File: config.mk
export PLATFORM = sky130hd
export DESIGN_NAME = piso_frame_tx
export DESIGN_NICKNAME = d
export VERILOG_FILES = /design/src/rtl/piso_frame_tx.sv
export SDC_FILE = /design/constraint.sdc
export NUM_CORES = 1
export LEC_CHECK = 0
export ABC_AREA = 1
export CAP_MARGIN = 20
export CORE_ASPECT_RATIO = 1.25
export CORE_UTILIZATION = 55
export CTS_BUF_LIST = sky130_fd_sc_hd__clkbuf_8
export CTS_CLUSTER_SIZE = 20
export DETAILED_ROUTE_END_ITERATION = 16
export GPL_ROUTABILITY_DRIVEN = 0
export PLACE_DENSITY = 0.81
export SYNTH_ARGS = -nofsm -noshare
export SYNTH_HDL_FRONTEND = slang
export SYNTH_SLANG_ARGS = --single-unit
File: constraint.sdc
create_clock -name clk -period 1.5 [get_ports clk]
set_input_delay 0.45 -clock clk [delete_from_list [all_inputs] [get_ports clk]]
set_output_delay 0.45 -clock clk [all_outputs]
set_load 0.01 [all_outputs]
File: src/rtl/piso_frame_tx.sv
// UART transmit framer: buffers one word, then sends start, data, optional parity and stop bits on baud_tick.
// Optional parity bit is compiled in with `define PISO_FRAME_TX_PARITY_EN.
module piso_frame_tx #(
    parameter int unsigned DATA_W     = 8,
    parameter int unsigned STOP_BITS  = 1,
    parameter int unsigned MSB_FIRST  = 0,
    parameter int unsigned ODD_PARITY = 0
) (
    input  logic              clk,
    input  logic              reset,
    input  logic              baud_tick,
    input  logic [DATA_W-1:0] data_in,
    input  logic              load,
    output logic              ready,
    output logic              out,
    output logic              busy,
    output logic              done
);

    localparam int unsigned CNT_W = $clog2(DATA_W + 1);

    localparam logic [2:0] IDLE   = 3'd0;
    localparam logic [2:0] PEND   = 3'd1;
    localparam logic [2:0] START  = 3'd2;
    localparam logic [2:0] DATA   = 3'd3;
    localparam logic [2:0] PARITY = 3'd4;
    localparam logic [2:0] STOP   = 3'd5;

    if (DATA_W < 5 || DATA_W > 9) begin : g_bad_data_w
        $error("piso_frame_tx: DATA_W must be 5..9");
    end
    if (STOP_BITS < 1 || STOP_BITS > 2) begin : g_bad_stop_bits
        $error("piso_frame_tx: STOP_BITS must be 1 or 2");
    end
    if (MSB_FIRST > 1 || ODD_PARITY > 1) begin : g_bad_flags
        $error("piso_frame_tx: MSB_FIRST and ODD_PARITY must be 0 or 1");
    end

    logic [2:0]        state, state_d;
    logic [DATA_W-1:0] shreg, shreg_d, shifted;
    logic [CNT_W-1:0]  cnt, cnt_d;
    logic              out_d, ready_d, busy_d, done_d;
    logic              first_bit, next_bit;

`ifdef PISO_FRAME_TX_PARITY_EN
    logic              par, par_d;
`endif

    // Bit order selection: the outgoing bit is always taken from the leading end of the shift register.
    always_comb begin
        if (MSB_FIRST != 0) begin
            shifted   = {shreg[DATA_W-2:0], 1'b0};
            first_bit = shreg[DATA_W-1];
            next_bit  = shifted[DATA_W-1];
        end else begin
            shifted   = {1'b0, shreg[DATA_W-1:1]};
            first_bit = shreg[0];
            next_bit  = shifted[0];
        end
    end

    // Next-state and registered-output logic
    always_comb begin
        state_d = state;
        shreg_d = shreg;
        cnt_d   = cnt;
        out_d   = out;
        ready_d = ready;
        busy_d  = busy;
        done_d  = 1'b0;
`ifdef PISO_FRAME_TX_PARITY_EN
        par_d   = par;
`endif
        case (state)
            IDLE: begin
                if (load && ready) begin
                    shreg_d = data_in;
`ifdef PISO_FRAME_TX_PARITY_EN
                    par_d   = (^data_in) ^ (ODD_PARITY != 0);
`endif
                    state_d = PEND;
                    ready_d = 1'b0;
                    busy_d  = 1'b1;
                end
            end
            PEND: begin
                if (baud_tick) begin
                    state_d = START;
                    out_d   = 1'b0;
                end
            end
            START: begin
                if (baud_tick) begin
                    state_d = DATA;
                    cnt_d   = '0;
                    out_d   = first_bit;
                end
            end
            DATA: begin
                if (baud_tick) begin
                    shreg_d = shifted;
                    if (cnt == CNT_W'(DATA_W - 1)) begin
                        cnt_d   = '0;
`ifdef PISO_FRAME_TX_PARITY_EN
                        state_d = PARITY;
                        out_d   = par;
`else
                        state_d = STOP;
                        out_d   = 1'b1;
`endif
                    end else begin
                        cnt_d = cnt + CNT_W'(1);
                        out_d = next_bit;
                    end
                end
            end
`ifdef PISO_FRAME_TX_PARITY_EN
            PARITY: begin
                if (baud_tick) begin
                    state_d = STOP;
                    cnt_d   = '0;
                    out_d   = 1'b1;
                end
            end
`endif
            STOP: begin
                if (baud_tick) begin
                    if (cnt == CNT_W'(STOP_BITS - 1)) begin
                        state_d = IDLE;
                        cnt_d   = '0;
                        ready_d = 1'b1;
                        busy_d  = 1'b0;
                        done_d  = 1'b1;
                    end else begin
                        cnt_d = cnt + CNT_W'(1);
                    end
                    out_d = 1'b1;
                end
            end
            default: begin
                state_d = IDLE;
                cnt_d   = '0;
                out_d   = 1'b1;
                ready_d = 1'b1;
                busy_d  = 1'b0;
            end
        endcase
    end

    always_ff @(posedge clk) begin
        if (reset) begin
            state <= IDLE;
            shreg <= '0;
            cnt   <= '0;
            out   <= 1'b1;
            ready <= 1'b1;
            busy  <= 1'b0;
            done  <= 1'b0;
`ifdef PISO_FRAME_TX_PARITY_EN
            par   <= 1'b0;
`endif
        end else begin
            state <= state_d;
            shreg <= shreg_d;
            cnt   <= cnt_d;
            out   <= out_d;
            ready <= ready_d;
            busy  <= busy_d;
            done  <= done_d;
`ifdef PISO_FRAME_TX_PARITY_EN
            par   <= par_d;
`endif
        end
    end

endmodule

# After elaboration in Yosys (flattened, before gate mapping)
# Cells that the tools add are included.
[word_totals]
reg_bits = 19
out_inout_bits = 4
elab_cells = 69
[classes]
add_sub_neg = 1
n_eq_ne = 12
n_mux = 32
bitwise = 5
n_reduce_logical = 12
[ops]
columns = ["op", "n"]
rows = [
  ["$mux 3", 7],
  ["$mux 4", 5],
  ["$mux 8", 2],
  ["$pmux 4 s4", 1],
  ["$pmux 8 s2", 1],
  ["$pmux 3 s5", 1],
  ["$ne 2x2->1 const B", 7],
  ["$mux 1", 12],
  ["$reduce_and 4->1", 2],
  ["$reduce_and 7->1", 1],
  ["$eq 3x2->1 const B", 2],
  ["$pmux 1 s3", 2],
  ["$reduce_or 3->1", 2],
  ["$not 1->1", 5],
  ["$pmux 1 s5", 1],
  ["$reduce_and 5->1", 1],
  ["$add 4x1->4 const B", 1],
  ["$eq 4x3->1 const B", 1],
  ["$logic_not 4->1", 1],
  ["$eq 3x1->1 const B", 1],
  ["$eq 3x3->1 const B", 1],
  ["$logic_not 3->1", 1],
  ["$reduce_and 3->1", 1],
  ["$reduce_bool 2->1", 1],
  ["other kinds (2)", 2],
]

# Logic depth before layout (Yosys ltp)
[depth]
depth_word = 4
mapped_depth = 10
depth_no_buf = 10

# Least setup slack after synthesis
# Ideal clock, no wire load.
[synth_timing]
path_type = "flip-flop to flip-flop"
startpoint = "register cnt[0]"
endpoint = "register state[1]"
setup_ns = 0.118
arrival_ns = 1.080
t_required_ns = 1.382
path_slack_ns = 0.302
path_stages_with_launch = 9
path_buffers = 0
synth_period_minus_slack_ns = 1.198
cell_sequence = "dfxtp_1 > inv_1 > ha_1 > nand2_1 > nand2_1 > nand2_1 > nor2_1 > o21ai_0 > nor2_1"
[synth_between]
elab_chain_len = 3
[synth_rtl]
columns = ["item", "line", "rtl"]
rows = [
  ["start, declared", "41", "logic [CNT_W-1:0] cnt, cnt_d;"],
  ["start signal, assigned", "165", "cnt <= cnt_d;"],
  ["$eq 4x3->1 or $logic_not 4->1 (tied branches)", "102, 128", ""],
  ["$ne 2x2->1 (no source line)", "n/a", ""],
  ["$reduce_and 7->1 (no source line) (*)", "n/a", ""],
  ["end signal, assigned", "163", "state <= state_d;"],
  ["end, declared", "39", "logic [2:0] state, state_d;"],
]
# Mark *: on every way between the ends. The rest lies on a longest branch, timed or not.
# A chain may end at the register's enable or synchronous reset.

# Worst setup path after layout
[layout_timing]
startpoint = "input baud_tick"
endpoint = "register shreg[2]"
[layout_between]
elab_chain_len = 2
[layout_rtl]
columns = ["item", "line", "rtl"]
rows = [
  ["start, declared", "11", "input logic baud_tick,"],
  ["$ne 2x2->1 (no source line)", "n/a", ""],
  ["$reduce_and 3->1 (no source line)", "n/a", ""],
  ["end signal, assigned", "164", "shreg <= shreg_d;"],
  ["end, declared", "40", "logic [DATA_W-1:0] shreg, shreg_d, shifted;"],
]
# Every way passes these cells.

==> summary.txt <==
DRT iter0 DRCs: 30
CP peak stage delay: 480 ps
VDD IR-drop max: 1.03 mV
status: completed
Initial Utilization: 58.5%
CORE AREA: 0.00177 mm^2
simple-gate share of the synthesized area: 35.9%
Syn. warnings: 0
Crit. End Element: register
vias: 1075
grt met2 use: 46.3%
synthesized net count: 174
delay-heaviest family, CP: buffers and inverters
ratio of cells with drive above 1 in the final layout: 14.3%
adder-cell share of the synthesized area: 2.42%
slowest cell on the critical path: clkdlybuf4s50_1
TritonCTS clock tree: built
beginning of the worst hold path: shreg[7]
cells along the critical path: clkdlybuf4s50_1, inv_1, o21ai_4, buf_4, nand3_1, a21oi_1
HP Class: register to register
clk root buf: clkbuf_8
Fmax achieved: 695 MHz
worst-case clock buffer depth: 2
drt wl/cell: 11.9 um
async set-reset flop share out of synthesis: 0%
worst skew pair latency: 260 ps
register bit total from synthesis: 19
Nets: 197
Synth Area in Compound Gates: 15.3%
hpwl dp: 1750 um
crit path time final: 1440 ps
Mapped Area: 0.00103 mm^2
Critical Path AT: 1630 ps
commonest cells in the netlist: 48 x nand2_1, 19 x dfxtp_1, 17 x inv_1, 17 x nor2_1, 15 x a21oi_1
grt met1 use: 26.0%
required time worst endpoint: 1690 ps
worst path bufs/invs: 3
sequential area share after synthesis: 36.8%
maxcap violations: 0
total global-route track usage: 26.5%
crit start category: input pin
Routed Antenna Nets: 0
Synth Area in XOR/XNOR: 0.848%
CTS clk-pin slew, worst paths: 80 ps
fin cells: 201
vias in the first global route: 945
DRT Pass-1 Iters: 4
FP Rows: 17
placed cells: 195
most common cell in the netlist: nand2_1
Rel. slew slack: 81.4%
RSZ-0062 raised after global routing: yes
total wire length: 2390 um
critical setup path kind: input pin to register
Post-synth EDFFs: 0
predominant post-synthesis flop cell: dfxtp_1
post-synthesis mux area share: 0%
met3 Track Usage GR: 3.98%
clk_skew: 7.22 ps
area leader, netlist: dfxtp_1
Port Buf Inserts: 15
residual DRC count: 0
Hold Violations, Final: 0
final-report max-slew violation count: 0
Area Overhead vs Synth: 25.2%
leakage: 0.632 nW
GRT Residual Overflow: 0
cell count after synthesis: 160
# diodes: 0
Synth cell types: 20
main combinational cell family by area after synthesis: simple AND/OR/NAND/NOR gates
Synth top area share: 36.8%
global-route wire length before repair: 3610 um
Slew @ Worst Pin: 276 ps
final setup fails: 0
num ports: 16
crit path launch: baud_tick
largest net degree at the start of global routing: 12
total CTS buffers: 3
largest cells by area after synthesis: dfxtp_1 37%, nand2_1 17%, a21oi_1 7.3%
htree depth: 1
pre-CTS setup slack: -231 ps
vias per std cell: 5.35
CTS Sinks: 19
crit-path max FO: 6
DIE HEIGHT: 50.4 um
FF-to-FF Start: state[2]
total die area: 0.00206 mm^2
layer with the highest usage: met2
PD cells: 1810 mW/mm^2
worst setup margin: 61.5 ps
initial antenna violation count: 0
overall die width: 40.8 um
Final Cycle Share: 95.9%
Avg Cell Area, Syn: 6.45 um^2
[per-layer routing]
metal,wire [um],share of wire [%]
met5,0,0
met1,990,41
met3,84,3.5
met2,1240,52
met4,75,3.1
[power by group]
part / internal (W) / switching [W] / total, W / leakage (nW)
Sequential: 0.000692 / 0.000145 / 0.000836 / 0.158
Combinational: 0.000457 / 0.000685 / 0.00114 / 0.449
Clock: 0.000185 / 0.000176 / 0.000361 / 0.0255
Total: 0.00133 / 0.00101 / 0.00234 / 0.632
[cells by family after synthesis]
| logic type | count (synthesis) |
|---|---|
| AO/OA/AOI/OAI | 29 |
| XOR/XNOR | 1 |
| adder cells (fa/ha/maj) | 2 |
| buffers and inverters | 22 |
| flip-flops | 19 |
| AND/OR/NAND/NOR | 87 |
[worst register-to-register path: stages (launching register included)]
cell     delay [ps]
dfxtp_2         350
inv_1           140
nand3_2         170
o21ai_4         280
buf_4           160
nand3_1          70
a21oi_1         150
[metrics by stage]
| stage | TNS, ps | power (W) | utilization, % | hold WS, ps | cell area (um^2) |
|---|---|---|---|---|---|
| 6_report | 0 | 0.00234 | 73.2 | 471 | 1290 |
| 5_1_grt | -56.9 | 0.00255 | 73.2 | 492 | 1290 |
| 4_1_cts | 0 | 0.00224 | 71.3 | 474 | 1260 |
| 3_5_place_dp | -3030 | 0.00191 | 69.0 | 462 | 1220 |
| 3_3_place_gp | -2630 | 0.00187 | 69.0 | 450 | 1220 |
| 2_1_floorplan | 0 | 0.00162 | - | 438 | 1030 |
[cells in the final DEF (no fill, tap or decap), types with 2 or more instances in the layout]
master,n
a21oi_1,14
buf_4,6
clkbuf_8,3
clkdlybuf4s50_1,11
dfxtp_1,15
dfxtp_2,4
dlygate4sd2_1,4
ha_1,2
inv_1,17
inv_2,2
nand2_1,47
nand2_2,3
nand3_1,14
nand3_2,2
nor2_1,16
nor2_2,2
o21ai_0,11
[what timing repair did]
item / 4_1_cts / 5_1_grt
gates resized for setup: 4 / 8
hold buffers: 0 / 0
setup buffers: 0 / 2
pin swaps: 0 / 1
setup endpoints to repair: 4 / 14
[area by class of cell]
class                      count  area [um^2]
tap                           19         23.8
multi-input combinational    119          576
inverter                      19         71.3
sequential                    19          385
fill                         154          473
clock buffer                   3         41.3
timing repair buffer          21          190
clock inverter                 1         5.00
[registers in the layout (all words and copies together), names as in the netlist]
| name | cells |
|---|---|
| state | 3 |
| busy | 1 |
| done | 1 |
| out | 1 |
| cnt | 4 |
| shreg | 8 |
| ready | 1 |
[final timing paths]
path,cells past startpoint,endpoint,slack [ps]
hold / removal,2,shreg[7],470
setup reg to reg,6,shreg[2],110
hold reg to reg,2,shreg[7],470
setup / recovery,6,shreg[2],60
(Power assumes the default switching activity.)
